**src/rtl/seg_pkg.sv**
```systemverilog
// rtl/seg_pkg.sv - shared segment table, polarity helper and width helpers for the scan driver
package seg_pkg;

   // Active-high segment patterns, bit order g..a
   localparam logic [6:0] HEX_SEG [0:15] = '{
      7'h3F, 7'h06, 7'h5B, 7'h4F, 7'h66, 7'h6D, 7'h7D, 7'h07,
      7'h7F, 7'h6F, 7'h77, 7'h7C, 7'h39, 7'h5E, 7'h79, 7'h71
   };

   localparam logic [7:0] SEG_OFF = 8'h00;

   function automatic logic [7:0] apply_pol(input logic [7:0] pat, input logic active_low);
      return active_low ? ~pat : pat;
   endfunction

   function automatic int cnt_w(input int n);
      return (n > 1) ? $clog2(n) : 1;
   endfunction

   function automatic int slot_w(input int scan_ticks);
      return cnt_w(scan_ticks);
   endfunction

   function automatic int digit_w(input int num_digits);
      return cnt_w(num_digits);
   endfunction

endpackage

```
**src/rtl/seg_hex_decode.sv**
```systemverilog
// rtl/seg_hex_decode.sv - hex nibble plus decimal point to active-high 8-bit segment pattern
module seg_hex_decode
   import seg_pkg::*;
(
   input  logic [3:0] nib,
   input  logic       dp,
   output logic [7:0] pat
);

   assign pat = {dp, HEX_SEG[nib]};

endmodule

```
**src/rtl/seg_scan_pwm.sv**
```systemverilog
// rtl/seg_scan_pwm.sv - multiplexed 7-segment scanner with double buffer, blank, blink, PWM and dead time
module seg_scan_pwm
   import seg_pkg::*;
#(
   parameter int NUM_DIGITS     = 6,
   parameter int SCAN_TICKS     = 50000,
   parameter int DEAD_TICKS     = 16,
   parameter int BRIGHT_W       = 4,
   parameter int BLINK_FRAMES   = 64,
   parameter int SEG_ACTIVE_LOW = 1,
   parameter int EN_ACTIVE_LOW  = 1
)(
   input  logic                    clk,
   input  logic                    rst_n,
   input  logic                    load,
   input  logic [4*NUM_DIGITS-1:0] din,
   input  logic [NUM_DIGITS-1:0]   dpin,
   input  logic [NUM_DIGITS-1:0]   blank_in,
   input  logic [NUM_DIGITS-1:0]   blink_in,
   input  logic [BRIGHT_W-1:0]     brightness,
   output logic [7:0]              seg_data,
   output logic [NUM_DIGITS-1:0]   seg_en,
   output logic                    frame_start
);

   localparam int SW        = slot_w(SCAN_TICKS);
   localparam int DW        = digit_w(NUM_DIGITS);
   localparam int FW        = cnt_w(BLINK_FRAMES);
   localparam int DUTY_STEP = SCAN_TICKS >> BRIGHT_W;
   localparam logic [7:0]            SEG_IDLE = apply_pol(SEG_OFF, 1'(SEG_ACTIVE_LOW != 0));
   localparam logic [NUM_DIGITS-1:0] EN_IDLE  = {NUM_DIGITS{1'(EN_ACTIVE_LOW != 0)}};

   typedef struct packed {
      logic [4*NUM_DIGITS-1:0] din;
      logic [NUM_DIGITS-1:0]   dp;
      logic [NUM_DIGITS-1:0]   blank;
      logic [NUM_DIGITS-1:0]   blink;
   } image_t;

   logic [SW-1:0]       slot_cnt;
   logic [DW-1:0]       digit;
   logic [FW-1:0]       frame_cnt;
   logic                blink_phase;
   logic [BRIGHT_W-1:0] bright_lat;
   image_t              shadow;
   image_t              active;

   logic                  slot_end;
   logic                  digit_end;
   logic [31:0]           on_limit;
   logic [4*NUM_DIGITS-1:0] din_sh;
   logic [NUM_DIGITS-1:0] dp_sh;
   logic [NUM_DIGITS-1:0] blank_sh;
   logic [NUM_DIGITS-1:0] blink_sh;
   logic [3:0]            cur_nib;
   logic [7:0]            cur_pat;
   logic [NUM_DIGITS-1:0] en_hot;
   logic                  lit;
   logic [7:0]            seg_next;
   logic [NUM_DIGITS-1:0] en_next;
   logic                  fs_next;

   assign slot_end  = (slot_cnt == SW'(SCAN_TICKS - 1));
   assign digit_end = (digit == DW'(NUM_DIGITS - 1));

   // The active image only changes at slot boundaries, so a digit never shows a half-updated value
   always_ff @(posedge clk or negedge rst_n) begin
      if (!rst_n) begin
         slot_cnt    <= '0;
         digit       <= '0;
         frame_cnt   <= '0;
         blink_phase <= 1'b0;
         bright_lat  <= '0;
         shadow      <= '0;
         active      <= '0;
      end else begin
         if (load) begin
            shadow <= '{din: din, dp: dpin, blank: blank_in, blink: blink_in};
         end
         if (slot_end) begin
            slot_cnt <= '0;
            active   <= shadow;
            if (digit_end) begin
               digit      <= '0;
               bright_lat <= brightness;
               if (frame_cnt == FW'(BLINK_FRAMES - 1)) begin
                  frame_cnt   <= '0;
                  blink_phase <= ~blink_phase;
               end else begin
                  frame_cnt <= frame_cnt + 1'b1;
               end
            end else begin
               digit <= digit + 1'b1;
            end
         end else begin
            slot_cnt <= slot_cnt + 1'b1;
         end
      end
   end

   seg_hex_decode u_dec (
      .nib (cur_nib),
      .dp  (dp_sh[0]),
      .pat (cur_pat)
   );

   always_comb begin
      on_limit = (32'(bright_lat) + 32'd1) * 32'(DUTY_STEP);
      if (&bright_lat) begin
         on_limit = 32'(SCAN_TICKS);
      end
      din_sh   = active.din >> {digit, 2'b00};
      dp_sh    = active.dp >> digit;
      blank_sh = active.blank >> digit;
      blink_sh = active.blink >> digit;
      cur_nib  = din_sh[3:0];
      en_hot        = '0;
      en_hot[digit] = 1'b1;
      lit = (32'(slot_cnt) >= 32'(DEAD_TICKS)) && (32'(slot_cnt) < on_limit)
            && !blank_sh[0] && !(blink_sh[0] && blink_phase);
      seg_next = lit ? apply_pol(cur_pat, 1'(SEG_ACTIVE_LOW != 0)) : SEG_IDLE;
      en_next  = lit ? (en_hot ^ EN_IDLE) : EN_IDLE;
      fs_next  = (slot_cnt == '0) && (digit == '0);
   end

   always_ff @(posedge clk or negedge rst_n) begin
      if (!rst_n) begin
         seg_data    <= SEG_IDLE;
         seg_en      <= EN_IDLE;
         frame_start <= 1'b0;
      end else begin
         seg_data    <= seg_next;
         seg_en      <= en_next;
         frame_start <= fs_next;
      end
   end

endmodule

```
**config.mk**
```make
export PLATFORM = sky130hd
export DESIGN_NAME = seg_scan_pwm
export DESIGN_NICKNAME = d
export VERILOG_FILES = /design/src/rtl/seg_pkg.sv /design/src/rtl/seg_hex_decode.sv /design/src/rtl/seg_scan_pwm.sv
export SDC_FILE = /design/constraint.sdc
export NUM_CORES = 1
export LEC_CHECK = 0
export CAP_MARGIN = 20
export CORE_MARGIN = 3
export CORE_UTILIZATION = 45
export DETAILED_ROUTE_END_ITERATION = 8
export PLACE_DENSITY_LB_ADDON = 0.15
export RECOVER_POWER = 25
export SYNTH_ARGS = -nofsm -noshare
export SYNTH_HDL_FRONTEND = slang
export SYNTH_SLANG_ARGS = --single-unit
export TNS_END_PERCENT = 1
```
**constraint.sdc**
```tcl
create_clock -name clk -period 9.6 [get_ports clk]
set_input_delay 0.96 -clock clk [delete_from_list [all_inputs] [get_ports clk]]
set_output_delay 0.96 -clock clk [all_outputs]
set_load 0.1 [all_outputs]
```
* Word-level counts from Yosys, hierarchy flattened
Memory sizes are Yosys's and may differ from the RTL's. Index checks and enable logic that the tools add are counted.
Operators by class: add/sub/neg operators 4, multipliers 1, magnitude comparators 5, bitwise operators 4, mux-type cells 10, eq/ne operators 3, divide/modulo/power cells 0, shift-type cells 4, reduce and logical (&&, ||, !) cells 13
Operators by type and width (number):
- < comparator 16 x 32 -> 1 bit | 1
- >> shifter 24 x 5 -> 4 bit | 1
- >> shifter 6 x 3 -> 1 bit | 3
- multiplier 5 x 12 -> 17 bit, second input constant | 1
- two-way mux 17 bit | 1
- adder 16 x 1 -> 16 bit, second input constant | 1
- == test 16 bit, second input constant | 1
- >= comparator 16 x 5 -> 1 bit, second input constant | 1
- zero test 16 bit | 1
- two-way mux 16 bit | 1
- two-way mux 7 bit | 2
- two-way mux 6 bit | 2
- two-way mux 8 bit | 1
- inverter 8 bit | 1
- adder 6 x 1 -> 6 bit, second input constant | 1
- == test 6 bit, second input constant | 1
- logical AND 1 bit | 6
- inverter 6 bit | 1
- adder 4 x 1 -> 5 bit, second input constant | 1
- >= comparator 5 bit, second input constant | 1
- inverter 4 -> 5 bit | 1
- < comparator 3 x 4 -> 1 bit, second input constant | 1
- AND reduction 4 bit | 1
- adder 3 x 1 -> 3 bit, second input constant | 1
- 10 further kinds | 11
Storage, ports and cells: bits in registers 129, word-level logic and storage cells 61, output and inout bits 15, bits in read-only memories 112, RAM bits 0, input port bits 49, latch bits 0, memories kept 1
Memories:
- (name not given) | depth 16, width 7, rd ports 1, clocked after Yosys merged registers in 0, write ports 0, RTL line seg_hex_decode.sv:10 | assign pat = {dp, HEX_SEG[nib]};

* Depth between registers and ports, before layout
depth in word-level cells 8, mapped depth 23

* Hierarchy
From an unflattened synthesis, not the netlist that was laid out.
Second synthesis, totals: cell total of the unflattened synthesis 666, area total of the unflattened synthesis 6931.6 um^2
Modules (own cells, without submodules):
- seg_scan_pwm | instances 1, area an instance 6636.4 um^2, cells an instance 632
- seg_hex_decode | instances 1, area an instance 295.3 um^2, cells an instance 34

* Worst setup path after synthesis
Ideal clock, no wire load.
kind reg-to-reg, start register bright_lat[0], end register seg_en[4], slack 4.623 ns, stages on the path, launching flop included 23, buffers on the path 1, arrival 4.877 ns, cells stage by stage dfrtp_1 -> ha_1 -> nand3_1 -> buf_2 -> clkinv_1 -> ha_1 -> xor2_1 -> ha_1 -> ha_1 -> ha_1 -> a21o_1 -> a21oi_1 -> o21ai_0 -> a221oi_1 -> nor3_1 -> nor3b_1 -> ha_1 -> nand4_1 -> nor3_1 -> a221oi_1 -> nand3_1 -> a31oi_1 -> nand3_1
Between the ends: cells in the longest elaborated chain, start to end 8, elaborated cells between the ends (all ways) 9
Ends and longest elaborated chain:
- start: declaration | RTL line seg_scan_pwm.sv:44 | logic [BRIGHT_W-1:0] bright_lat;
- start signal: assignment | RTL line seg_scan_pwm.sv:85 | bright_lat <= brightness;
- adder 4 x 1 -> 5 bit | RTL line seg_scan_pwm.sv:108 | on_limit = (32'(bright_lat) + 32'd1) * 32'(DUTY_STEP);
- multiplier 5 x 12 -> 17 bit | RTL line seg_scan_pwm.sv:108
- two-way mux 17 bit (*) | RTL line seg_scan_pwm.sv:109 | if (&bright_lat) begin
- < comparator 16 x 32 -> 1 bit (*) | RTL line seg_scan_pwm.sv:119 | lit = (32'(slot_cnt) >= 32'(DEAD_TICKS)) && (32'(slot_cnt) < on_limit)
- logical AND 1 bit (*) | RTL line seg_scan_pwm.sv:119
- logical AND 1 bit (*) (2 in a row) | RTL line seg_scan_pwm.sv:120 | && !blank_sh[0] && !(blink_sh[0] && blink_phase);
- two-way mux 6 bit (*) | RTL line seg_scan_pwm.sv:122 | en_next = lit ? (en_hot ^ EN_IDLE) : EN_IDLE;
- net en_next[4] | RTL line seg_scan_pwm.sv:60 | logic [NUM_DIGITS-1:0] en_next;
- end signal: assignment | RTL line seg_scan_pwm.sv:133 | seg_en <= en_next;
- end: declaration | RTL line seg_scan_pwm.sv:22 | output logic [NUM_DIGITS-1:0] seg_en,
Mark *: on every way through the listed nets, which the timed path passes. The rest lies on a longest branch. A chain may end at the register's enable or synchronous reset.

* Final worst setup path
start register bright_lat[0], end register seg_en[0]
The elaborated chain is that of the path after synthesis.

==> qor_table.md <==
| Group | Result | Value |
|---|---|---|
| pwr | Internal Pwr Total | 0.000941 W |
| critical path | Critical Path Sink Type | flip-flop |
| global route | Vias in the first global route | 4,755 |
| route | DRC violations left | 0 |
| timing | Slew at the pin closest to its max-slew limit | 3430 ps |
| timing | Maximum frequency from static timing analysis | 0.167 GHz |
| final layout | Diodes inserted | 0 |
| final layout | Post-layout util | 55.1% |
| clock tree | Number of clock buffers inserted by TritonCTS | 17 |
| global route | Global-route wire length before repair | 23,700 um |
| route | Drt pass-1 iters | 5 |
| route | Average vias per placed instance | 5.61 |
| critical path | Critical Setup Path Class | reg2reg |
| synthesis | Average footprint of a synthesized cell | 12.0 sq um |
| synthesis | Number of flops mapped to enable cells by yosys | 0 |
| timing | Worst-case headroom to the max-slew limit | -129% |
| synthesis | Ys Warns | 0 |
| timing | Max Slew Vio Count | 64 |
| place | Placer's final routability congestion estimate | 0.866 |
| route | Remaining antenna violation count | 0 |
| route | DR vias | 4,644 |
| synthesis | Syn Std Cell Area | 0.00681 sq mm |
| timing | Final setup violation count | 0 |
| clock tree | Number of post-CTS setup repair buffers | 0 |
| global route | GRT Util Overall | 18.3% |
| global route | Total congestion overflow after global routing | 0 |
| pwr | Switching portion of total power | 20.8% |
| floorplan | Number of I/O pins | 64 |
| clock tree | Number of gates resized after CTS | 0 |
| synthesis | Async set-reset flop share out of synthesis | 100% |
| pwr | Portion of total power attributed to combinational logic | 4.4% |
| final layout | Number of filler instances in the final layout | 1,246 |
| global route | Initial antenna violation count | 0 |
| min path | Worst min-delay path class | reg2reg |
| pwr | Worst VDD drop | 0.0991 mV |
| pwr | Leakage | 3.68 nW |
| timing | Maximum clock skew at final layout | 7.53 ps |
| clock tree | Clock input transition at the sequential cells of the worst setup and hold paths | 60 ps |
| synthesis | Main flop type after synthesis | dfrtp_1 |
| clock tree | CTS H-tree depth | 4 |
| floorplan | Initial core utilization | 46.5% |
| pwr | Clock group share of total power | 47.4% |
| critical path | Crit path required time | 9910 ps |
| pwr | Sequential Power Share | 48.1% |
| timing | Final hold vios | 0 |
| critical path | Worst EP arrival | 6280 ps |
| final layout | Area growth from synthesis to layout | 18.5% |
| timing | Final worst-path cycle share | 62.2% |
| timing | Final sum of negative setup slack | 0 ps |
| clock tree | Clk Tree Root Cell | clkbuf_16 |
| final layout | Net total in the final layout | 735 |
| synthesis | Cell count after synthesis | 568 |
| pwr | Total power per unit cell area | 147 mW/mm^2 |
| clock tree | Cts-stage hold buffer count | 0 |
| final layout | Seq. cell area | 0.00325 sq mm |
| route | Per-cell routed wire length | 17.1 um |
| floorplan | Die span in x | 129 um |
| pwr | Net switching power | 0.000247 W |
| timing | Setup repair after global routing missed its margin | no |
| floorplan | Die footprint | 0.0166 sq mm |
| floorplan | Floorplan Core Area | 0.0146 sq mm |
| clock tree | Maximum root-to-sink buffer count | 2 |
| clock tree | # clock sinks | 129 |
| final layout | Share of final-layout standard cells stronger than drive strength 1 | 22.8% |
| route | First-iteration detailed-routing DRC count | 225 |
| synthesis | Mapped Nets | 671 |
| final layout | Area of combinational cells with multiple inputs | 0.00336 sq mm |
| route | Routed Wire Length | 14,200 um |
| clock tree | TritonCTS clock tree | done |
| timing | Crit path time final | 5970 ps |
| synthesis | Number of different library cells in the post-synthesis netlist | 55 |
| clock tree | Source-to-sink clock delay at the later pin of the worst-skew pair | 410 ps |
| critical path | Maximum net fanout on the critical path | 13 |
| critical path | Startpoint type of the worst setup path | flip-flop |
| place | PortBufs | 63 |
| synthesis | Post-synthesis sequential area ratio | 47.7% |
| global route | Maximum number of pins on one net before global-route repair | 68 |
| run status | Result of the run | finished with violations |
| place | Final HPWL DP | 10,400 um |
| run status | Violations in the final reports | capacitance limit, slew limit |
| floorplan | Die Height | 129 um |
| flow run | Count of maximum capacitance violations | 1 |
| floorplan | Cell row count | 44 |
| synthesis | Number of storage elements in the synthesis netlist | 129 |
[metrics by stage]
step                setup WS, ps  cells  total power [W]  hold WS [ps]  cell area (sq um)
finish                      3630    828          0.00119           484               8060
global route                3130    828          0.00123           499               8060
CTS                         3590    828          0.00121           483               8070
detailed placement          3630    797         0.000635           478               7550
global placement            3940    797         0.000633           471               7550
floorplan                   4620    568         0.000598           445               6810
[layout by cell type (no fill, tap or decap), drive strengths merged, types with 6 or more instances in the layout]
cell type / n
xor2: 13
a31oi: 6
and3: 9
o21ai: 15
dfstp: 14
nand3: 21
mux2: 89
nor2: 33
clkdlybuf4s50: 61
xnor2: 18
dfrtp: 115
nor3: 13
mux2i: 8
nand2: 40
clkinv: 6
ha: 53
nand4: 10
a21oi: 11
clkbuf: 26
inv: 17
o31ai: 6
[synth_stat cells, drive strengths merged (14+ instances only)]
| library cell | instances | share of area [%] |
|---|---|---|
| buf | 14 | 1.7 |
| dfrtp | 115 | 42 |
| dfstp | 14 | 5.4 |
| ha | 53 | 9.7 |
| inv | 17 | 0.94 |
| mux2 | 89 | 15 |
| nand2 | 40 | 2.2 |
| nand3 | 21 | 1.7 |
| nor2 | 33 | 1.8 |
| o21ai | 15 | 1.1 |
| xnor2 | 18 | 2.3 |
[power by group through the flow]
stage / Sequential [W] / Combinational (W) / Clock (W)
after floorplan: 0.000577 / 0.0000214 / 0
after global placement: 0.000580 / 0.0000528 / 0
after detailed placement: 0.000581 / 0.0000546 / 0
after CTS: 0.000572 / 0.0000547 / 0.000579
after global routing: 0.000574 / 0.0000582 / 0.000600
final: 0.000572 / 0.0000527 / 0.000563
[per-layer routing]
| layer | vias up | share of wire (%) | track usage [%] |
|---|---|---|---|
| li1 | 2199 | - | - |
| met1 | 2262 | 46 | 24.5 |
| met2 | 144 | 45 | 27.6 |
| met3 | 39 | 5.4 | 4.19 |
| met4 | 0 | 3.9 | 9.88 |
| met5 | - | 0 | 0 |
[final cells by class]
type                    instances  area share, %
well taps                     184           2.85
clock buffers                  25           6.02
flip-flops and latches        129           40.2
repair buffers                 66           7.96
inverters                      18          0.838
clock inverters                 6          0.403
multi-input cells             400           41.7
[cells by family (layout without fill, tap and decap cells)]
group	Yosys count	in the layout	share of synthesized area, %
DFF	129	129	47.7
AOI/OAI and AO/OA	70	70	7.74
xor gates and xnor gates	31	31	3.99
adders and majority gates	54	54	10.0
buffers and inverters	39	115	3.03
muxes	101	101	17.3
and+or+nand+nor	144	144	10.3
[worst max-delay path, cell delays in order (launching register included)]
cell and delay [ps]:
dfrtp_1 430, ha_1 250, nand3_1 410, clkinv_1 390
ha_1 320, xor2_1 170, ha_1 320, ha_1 290
ha_1 360, a21o_1 180, a21oi_1 260, o21ai_0 150
a221oi_1 500, nor3_1 110, nor3b_1 240, ha_1 290
nand4_1 100, nor3_1 60, a221oi_1 260, nand3_1 220
a31oi_1 400, nand3_1 140
[registers in the layout (all words and copies together), names as in the netlist]
register	count
active	42
digit	3
slot_cnt	16
seg_en	6
seg_data	8
shadow	42
bright_lat	4
frame_cnt	6
frame_start	1
blink_phase	1
[path summary, 6_finish.rpt]
path / start / end / slack (ps) / depth (start not counted)
max: bright_lat[0]$_DFFE_PN0P_ / seg_en[0]$_DFF_PN1_ / 3630 / 21
min: frame_cnt[5]$_DFFE_PN0P_ / frame_cnt[5]$_DFFE_PN0P_ / 480 / 1
max reg2reg: bright_lat[0]$_DFFE_PN0P_ / seg_en[0]$_DFF_PN1_ / 3630 / 21
min reg2reg: frame_cnt[5]$_DFFE_PN0P_ / frame_cnt[5]$_DFFE_PN0P_ / 480 / 1
max in group asynchronous: rst_n / active[28]$_DFFE_PN0N_ / 5650 / 2
min in group asynchronous: rst_n / bright_lat[0]$_DFFE_PN0P_ / 1710 / 1
Power figures use the tool's default switching activity.
